===== src/rtl/shift_pkg.sv =====
// Shared encodings for the iterative shift sequencer: op codes, FSM states and step sizes.
package shift_pkg;

  typedef enum logic [1:0] {
    OP_SLL  = 2'b00,
    OP_SRA  = 2'b01,
    OP_ROR  = 2'b10,
    OP_PASS = 2'b11
  } op_e;

  typedef enum logic [1:0] {
    ST_IDLE = 2'b00,
    ST_RUN  = 2'b01,
    ST_DONE = 2'b10
  } state_e;

  localparam int STEP_SMALL = 1;
  localparam int STEP_BIG   = 4;

endpackage


===== src/rtl/shift_step.sv =====
// One shift/rotate step of the accumulator; the 4-bit step exists only when
// SHIFT_SEQ_STEP4_EN is defined.
module shift_step
  import shift_pkg::*;
#(
  parameter int WIDTH = 16
) (
  input  logic [WIDTH-1:0] acc_i,
  input  op_e              op_i,
`ifdef SHIFT_SEQ_STEP4_EN
  input  logic             by4_i,
`endif
  output logic [WIDTH-1:0] acc_o
);

  always_comb begin
    acc_o = acc_i;
`ifdef SHIFT_SEQ_STEP4_EN
    if (by4_i) begin
      case (op_i)
        OP_SLL:  acc_o = {acc_i[WIDTH-5:0], 4'b0000};
        OP_SRA:  acc_o = {{4{acc_i[WIDTH-1]}}, acc_i[WIDTH-1:4]};
        OP_ROR:  acc_o = {acc_i[3:0], acc_i[WIDTH-1:4]};
        default: acc_o = acc_i;
      endcase
    end else begin
      case (op_i)
        OP_SLL:  acc_o = {acc_i[WIDTH-2:0], 1'b0};
        OP_SRA:  acc_o = {acc_i[WIDTH-1], acc_i[WIDTH-1:1]};
        OP_ROR:  acc_o = {acc_i[0], acc_i[WIDTH-1:1]};
        default: acc_o = acc_i;
      endcase
    end
`else
    case (op_i)
      OP_SLL:  acc_o = {acc_i[WIDTH-2:0], 1'b0};
      OP_SRA:  acc_o = {acc_i[WIDTH-1], acc_i[WIDTH-1:1]};
      OP_ROR:  acc_o = {acc_i[0], acc_i[WIDTH-1:1]};
      default: acc_o = acc_i;
    endcase
`endif
  end

endmodule


===== src/rtl/shift_seq_ctrl.sv =====
// Iterative shift/rotate sequencer (SLL/SRA/ROR/PASS) replacing a barrel shifter.
// Define SHIFT_SEQ_STEP4_EN to take 4-bit steps while at least 4 positions remain.
module shift_seq_ctrl
  import shift_pkg::*;
#(
  parameter  int WIDTH = 16,
  localparam int SHW   = $clog2(WIDTH)
) (
  input  logic             clk,
  input  logic             rst_n,
  input  logic             start,
  input  logic [1:0]       op,
  input  logic [WIDTH-1:0] a,
  input  logic [SHW-1:0]   amt,
  output logic             ready,
  output logic             busy,
  output logic             done,
  output logic [WIDTH-1:0] result,
  output logic [1:0]       dbg_state
);

  // Handshake: a job is accepted on any rising edge where start && ready.
  // ready is high in IDLE and DONE, so a new job can be taken in the DONE
  // cycle with no gap; done pulses for exactly one cycle and result holds
  // its value from done until the next job's done.

  state_e           state_q, state_d;
  op_e              op_q, op_d;
  logic [WIDTH-1:0] acc_q, acc_d;
  logic [WIDTH-1:0] result_q, result_d;
  logic [SHW-1:0]   cnt_q, cnt_d;
  logic [WIDTH-1:0] step_acc;
`ifdef SHIFT_SEQ_STEP4_EN
  logic             step_by4;
`endif

  shift_step #(.WIDTH(WIDTH)) u_step (
    .acc_i (acc_q),
    .op_i  (op_q),
`ifdef SHIFT_SEQ_STEP4_EN
    .by4_i (step_by4),
`endif
    .acc_o (step_acc)
  );

  always_comb begin
    state_d  = state_q;
    op_d     = op_q;
    acc_d    = acc_q;
    cnt_d    = cnt_q;
    result_d = result_q;
`ifdef SHIFT_SEQ_STEP4_EN
    step_by4 = 1'b0;
`endif
    case (state_q)
      ST_IDLE, ST_DONE: begin
        if (start) begin
          acc_d   = a;
          op_d    = op_e'(op);
          cnt_d   = (op_e'(op) == OP_PASS) ? '0 : amt;
          state_d = (cnt_d == '0) ? ST_DONE : ST_RUN;
        end else begin
          state_d = ST_IDLE;
        end
      end
      ST_RUN: begin
        // cnt_q is never zero here: zero-length jobs go straight to DONE.
`ifdef SHIFT_SEQ_STEP4_EN
        if (cnt_q >= SHW'(STEP_BIG)) begin
          step_by4 = 1'b1;
          cnt_d    = cnt_q - SHW'(STEP_BIG);
        end else begin
          cnt_d    = cnt_q - SHW'(STEP_SMALL);
        end
`else
        cnt_d   = cnt_q - SHW'(STEP_SMALL);
`endif
        acc_d   = step_acc;
        state_d = (cnt_d == '0) ? ST_DONE : ST_RUN;
      end
      default: state_d = ST_IDLE;
    endcase
    if (state_d == ST_DONE) result_d = acc_d;
  end

  always_ff @(posedge clk or negedge rst_n) begin
    if (!rst_n) begin
      state_q  <= ST_IDLE;
      op_q     <= OP_SLL;
      acc_q    <= '0;
      cnt_q    <= '0;
      result_q <= '0;
    end else begin
      state_q  <= state_d;
      op_q     <= op_d;
      acc_q    <= acc_d;
      cnt_q    <= cnt_d;
      result_q <= result_d;
    end
  end

  assign ready     = (state_q != ST_RUN);
  assign busy      = (state_q == ST_RUN);
  assign done      = (state_q == ST_DONE);
  assign result    = result_q;
  assign dbg_state = state_q;

endmodule


===== config.mk =====
export PLATFORM = sky130hd
export DESIGN_NAME = shift_seq_ctrl
export DESIGN_NICKNAME = d
export VERILOG_FILES = /design/src/rtl/shift_pkg.sv /design/src/rtl/shift_step.sv /design/src/rtl/shift_seq_ctrl.sv
export SDC_FILE = /design/constraint.sdc
export NUM_CORES = 1
export LEC_CHECK = 0
export BUFFER_PORTS_ARGS = -buffer_cell sky130_fd_sc_hd__buf_2
export CORE_MARGIN = 3
export CORE_UTILIZATION = 59
export CTS_CLUSTER_DIAMETER = 80
export DETAILED_ROUTE_END_ITERATION = 10
export PLACE_DENSITY = 0.84
export RECOVER_POWER = 100
export SYNTH_ARGS = -nofsm -noshare
export SYNTH_HDL_FRONTEND = slang
export SYNTH_SLANG_ARGS = --single-unit

===== constraint.sdc =====
create_clock -name clk -period 6.9 [get_ports clk]
set_clock_uncertainty 0.15 [all_clocks]
set_input_delay 2.07 -clock clk [delete_from_list [all_inputs] [get_ports clk]]
set_output_delay 2.07 -clock clk [all_outputs]
set_load 0.01 [all_outputs]

==> impl_metrics.ini <==
[setup_path]
critPathSlowestCell = o32ai_1
cp_max_fo = 17
rr_startpoint = cnt_q[0]
worstSetupPathType = input port to register
critical_path_required_ns = 6.94
r2r_cells = 6
cp-end-kind = register
arrival_ns = 4.78
cp-start-kind = input port
startpoint = amt[0]
worstSetupPathDepth = 5
crit_chain = clkbuf_1, nor4_1, o21ai_0, o32ai_1, mux2_2
critPathBufInv = 1
max_stage_delay_ns = 1.54
critPathTopFamily = compound AO/OA/AOI/OAI gates

[synth]
syn_nets = 220
yosys.cell_types.count = 34
synth_most_common_cell = mux2i_1
synth_fa_ha_area_share_pct = 1.05
synth_top_area_share_pct = 42.0
yosys.area_share.simple_pct = 6.29
async_flop_share_pct = 100
synth-seq-cells = 40
synth_compound_area_share_pct = 6.14
ys_seq_area_share_pct = 42.0
yosysWarningCount = 0
yosysTopAreaCell = dfrtp_1
yosys-mux-area-fraction_pct = 38.7
synth_top_family_by_area = multiplexers
avgSynthCellArea_um2 = 12.4
yosys-top-cells-area = dfrtp_1 42%, mux2i_1 23%, mux2_2 10%
syn-cell-area_um2 = 2390
synthCells = 193
synth-main-ff-cell = dfrtp_1
ys_top_cells_by_count = 54 x mux2i_1, 40 x dfrtp_1, 22 x mux2_2
synth-xor-area-share_pct = 1.42
synth_edf_count = 0

[floorplan]
floorplan.initialDensity_pct = 63.3
rows = 22
die_x_um = 69.6
fp.dieH_um = 69.6
io_pins = 46
dieArea_um2 = 4840
coreArea_um2 = 3770

[routing]
vias = 1615
avgViaCountPerCell = 5.71
postRouteAntennaNets = 0
dr.pass1.iters = 4
wire_per_inst_um = 16.1
drt_iter0_drc = 99
drt-total-wl_um = 4560
route.detailed.drc = 0

[final_layout]
n_antenna_cell = 0
nNetsFinal = 261
area_growth_pct = 10.3
final_area_um2 = 2630
drive_gt1_share_pct = 28.1
fillers = 306
instances_no_fill = 283

[hold_path]
min_path_type = register to register
holdCritStartpoint = result[1]
whs_path_depth = 1

[cts]
cts_setup_buffers = 0
post_cts_resized = 0
numCtsBuffers = 5
clkLatencyLatePin_ns = 0.30
clock_sinks = 40
ctsHtreeMaxLevel = 2
cts_hold_buf = 0
cts_root_buf = clkbuf_8
ctsLongestPathBuffers = 2
clk_pin_slew_worst_paths_ns = 0.07
cts_tree = yes

[sta]
finalCritPeriodShare_pct = 68.8
hold_violations = 0
worstMarginPinSlew_ns = 3.19
setup_tns_ns = 0
setup_violations = 0
slew_viol_final = 77
max_clock_freq_ghz = 0.211
slew_headroom_pct = -114
rsz0062_at_grt = no
min_period_ns = 4.75

[placed_design]
dp_hpwl_um = 3170
placed_area_um2 = 2590
place_congestion = 0.879
place_inst = 275
port_buffers = 45

[global_routing]
track_usage_pct = 20.6
grt_start_max_net_pins = 41
antenna_found_initial = 0
grt_pass1_wl_um = 7920
first_global_vias = 1661
grt.overflow.total = 0

[power_and_ir_drop]
power.density_nw_per_um2 = 534
leakage_nw = 1.18
ir_drop_v = 0.000328

[run]
cap_violations = 3

[status]
failed_checks = max-capacitance violations, max-slew violations
status = finished, violations left
## power by group
part	internal (mW)	leakage (nW)	switching, mW
logic	0.401	0.672	0.348
registers	0.360	0.458	0.135
clock network	0.0797	0.0510	0.0822
total	0.840	1.18	0.565
## cells in the final DEF, fill, tap and decap left out
cell type,n
nand2b_1,2
a22oi_1,3
a2111oi_0,1
ha_1,2
a21oi_1,3
xor2_2,1
nand2_1,11
nor4_1,1
inv_1,3
clkbuf_1,24
nor2b_1,2
nor3b_1,2
nor3_4,1
o21a_1,1
o22ai_1,1
o21ai_0,5
dfrtp_1,40
mux2i_1,54
clkinv_2,2
a31oi_1,1
xor2_1,1
clkbuf_8,6
o32ai_1,1
nor3_1,1
nand3_2,1
o22a_2,1
mux2_4,9
xnor2_1,1
nor2_1,5
buf_2,22
and2_1,1
mux2_2,22
o32a_1,1
buf_4,1
a21o_1,1
and3_1,1
## logic make-up after synthesis
kind of cell	Yosys count
compound gates	19
xor+xnor	3
fa+ha+maj	2
buf+inv	16
flops	40
mux	85
simple gates	28
## metal layers
metal / vias to the layer above / global-route usage [%] / share of wire [%]
li1: 783 / - / -
met1: 778 / 27.5 / 47
met2: 45 / 30.5 / 45
met3: 9 / 7.39 / 6.4
met4: 0 / 8.24 / 2.1
met5: - / 0 / 0
## final cells by class
type	count	area (um2)	share of cell area (%)
Clock buffer	6	82.6	3.14
Multi-Input combinational cell	137	1260	47.9
Timing Repair Buffer	47	208	7.89
Clock inverter	2	10.0	0.380
Tap cell	48	60.1	2.28
Inverter	3	11.3	0.428
Sequential cell	40	1000	38.0
## final timing paths
kind                        endpoint  slack [ns]
max                        result[2]        2.15
min                        result[1]        0.36
max reg2reg                result[2]        2.58
min reg2reg                result[1]        0.36
max in group asynchronous  result[7]        3.26
min in group asynchronous   cnt_q[0]        2.17
## metrics by stage
step	util, %	total power, mW	hold slack [ns]	setup slack [ns]
2_1_floorplan	-	1.11	0.356	3.32
3_5_place_dp	68.8	1.27	0.340	2.75
3_3_place_gp	68.8	1.24	0.339	2.89
5_1_grt	69.8	1.53	0.385	1.87
4_1_cts	71.2	1.43	0.361	3.06
6_report	69.8	1.40	0.359	2.15
## sequential cells by signal, summed over array words and instances (netlist names)
| signal | cells |
|---|---|
| dbg_state | 2 |
| op_q | 2 |
| cnt_q | 4 |
| result | 16 |
| acc_q | 16 |
No activity file was read; power rests on OpenSTA's default activity.
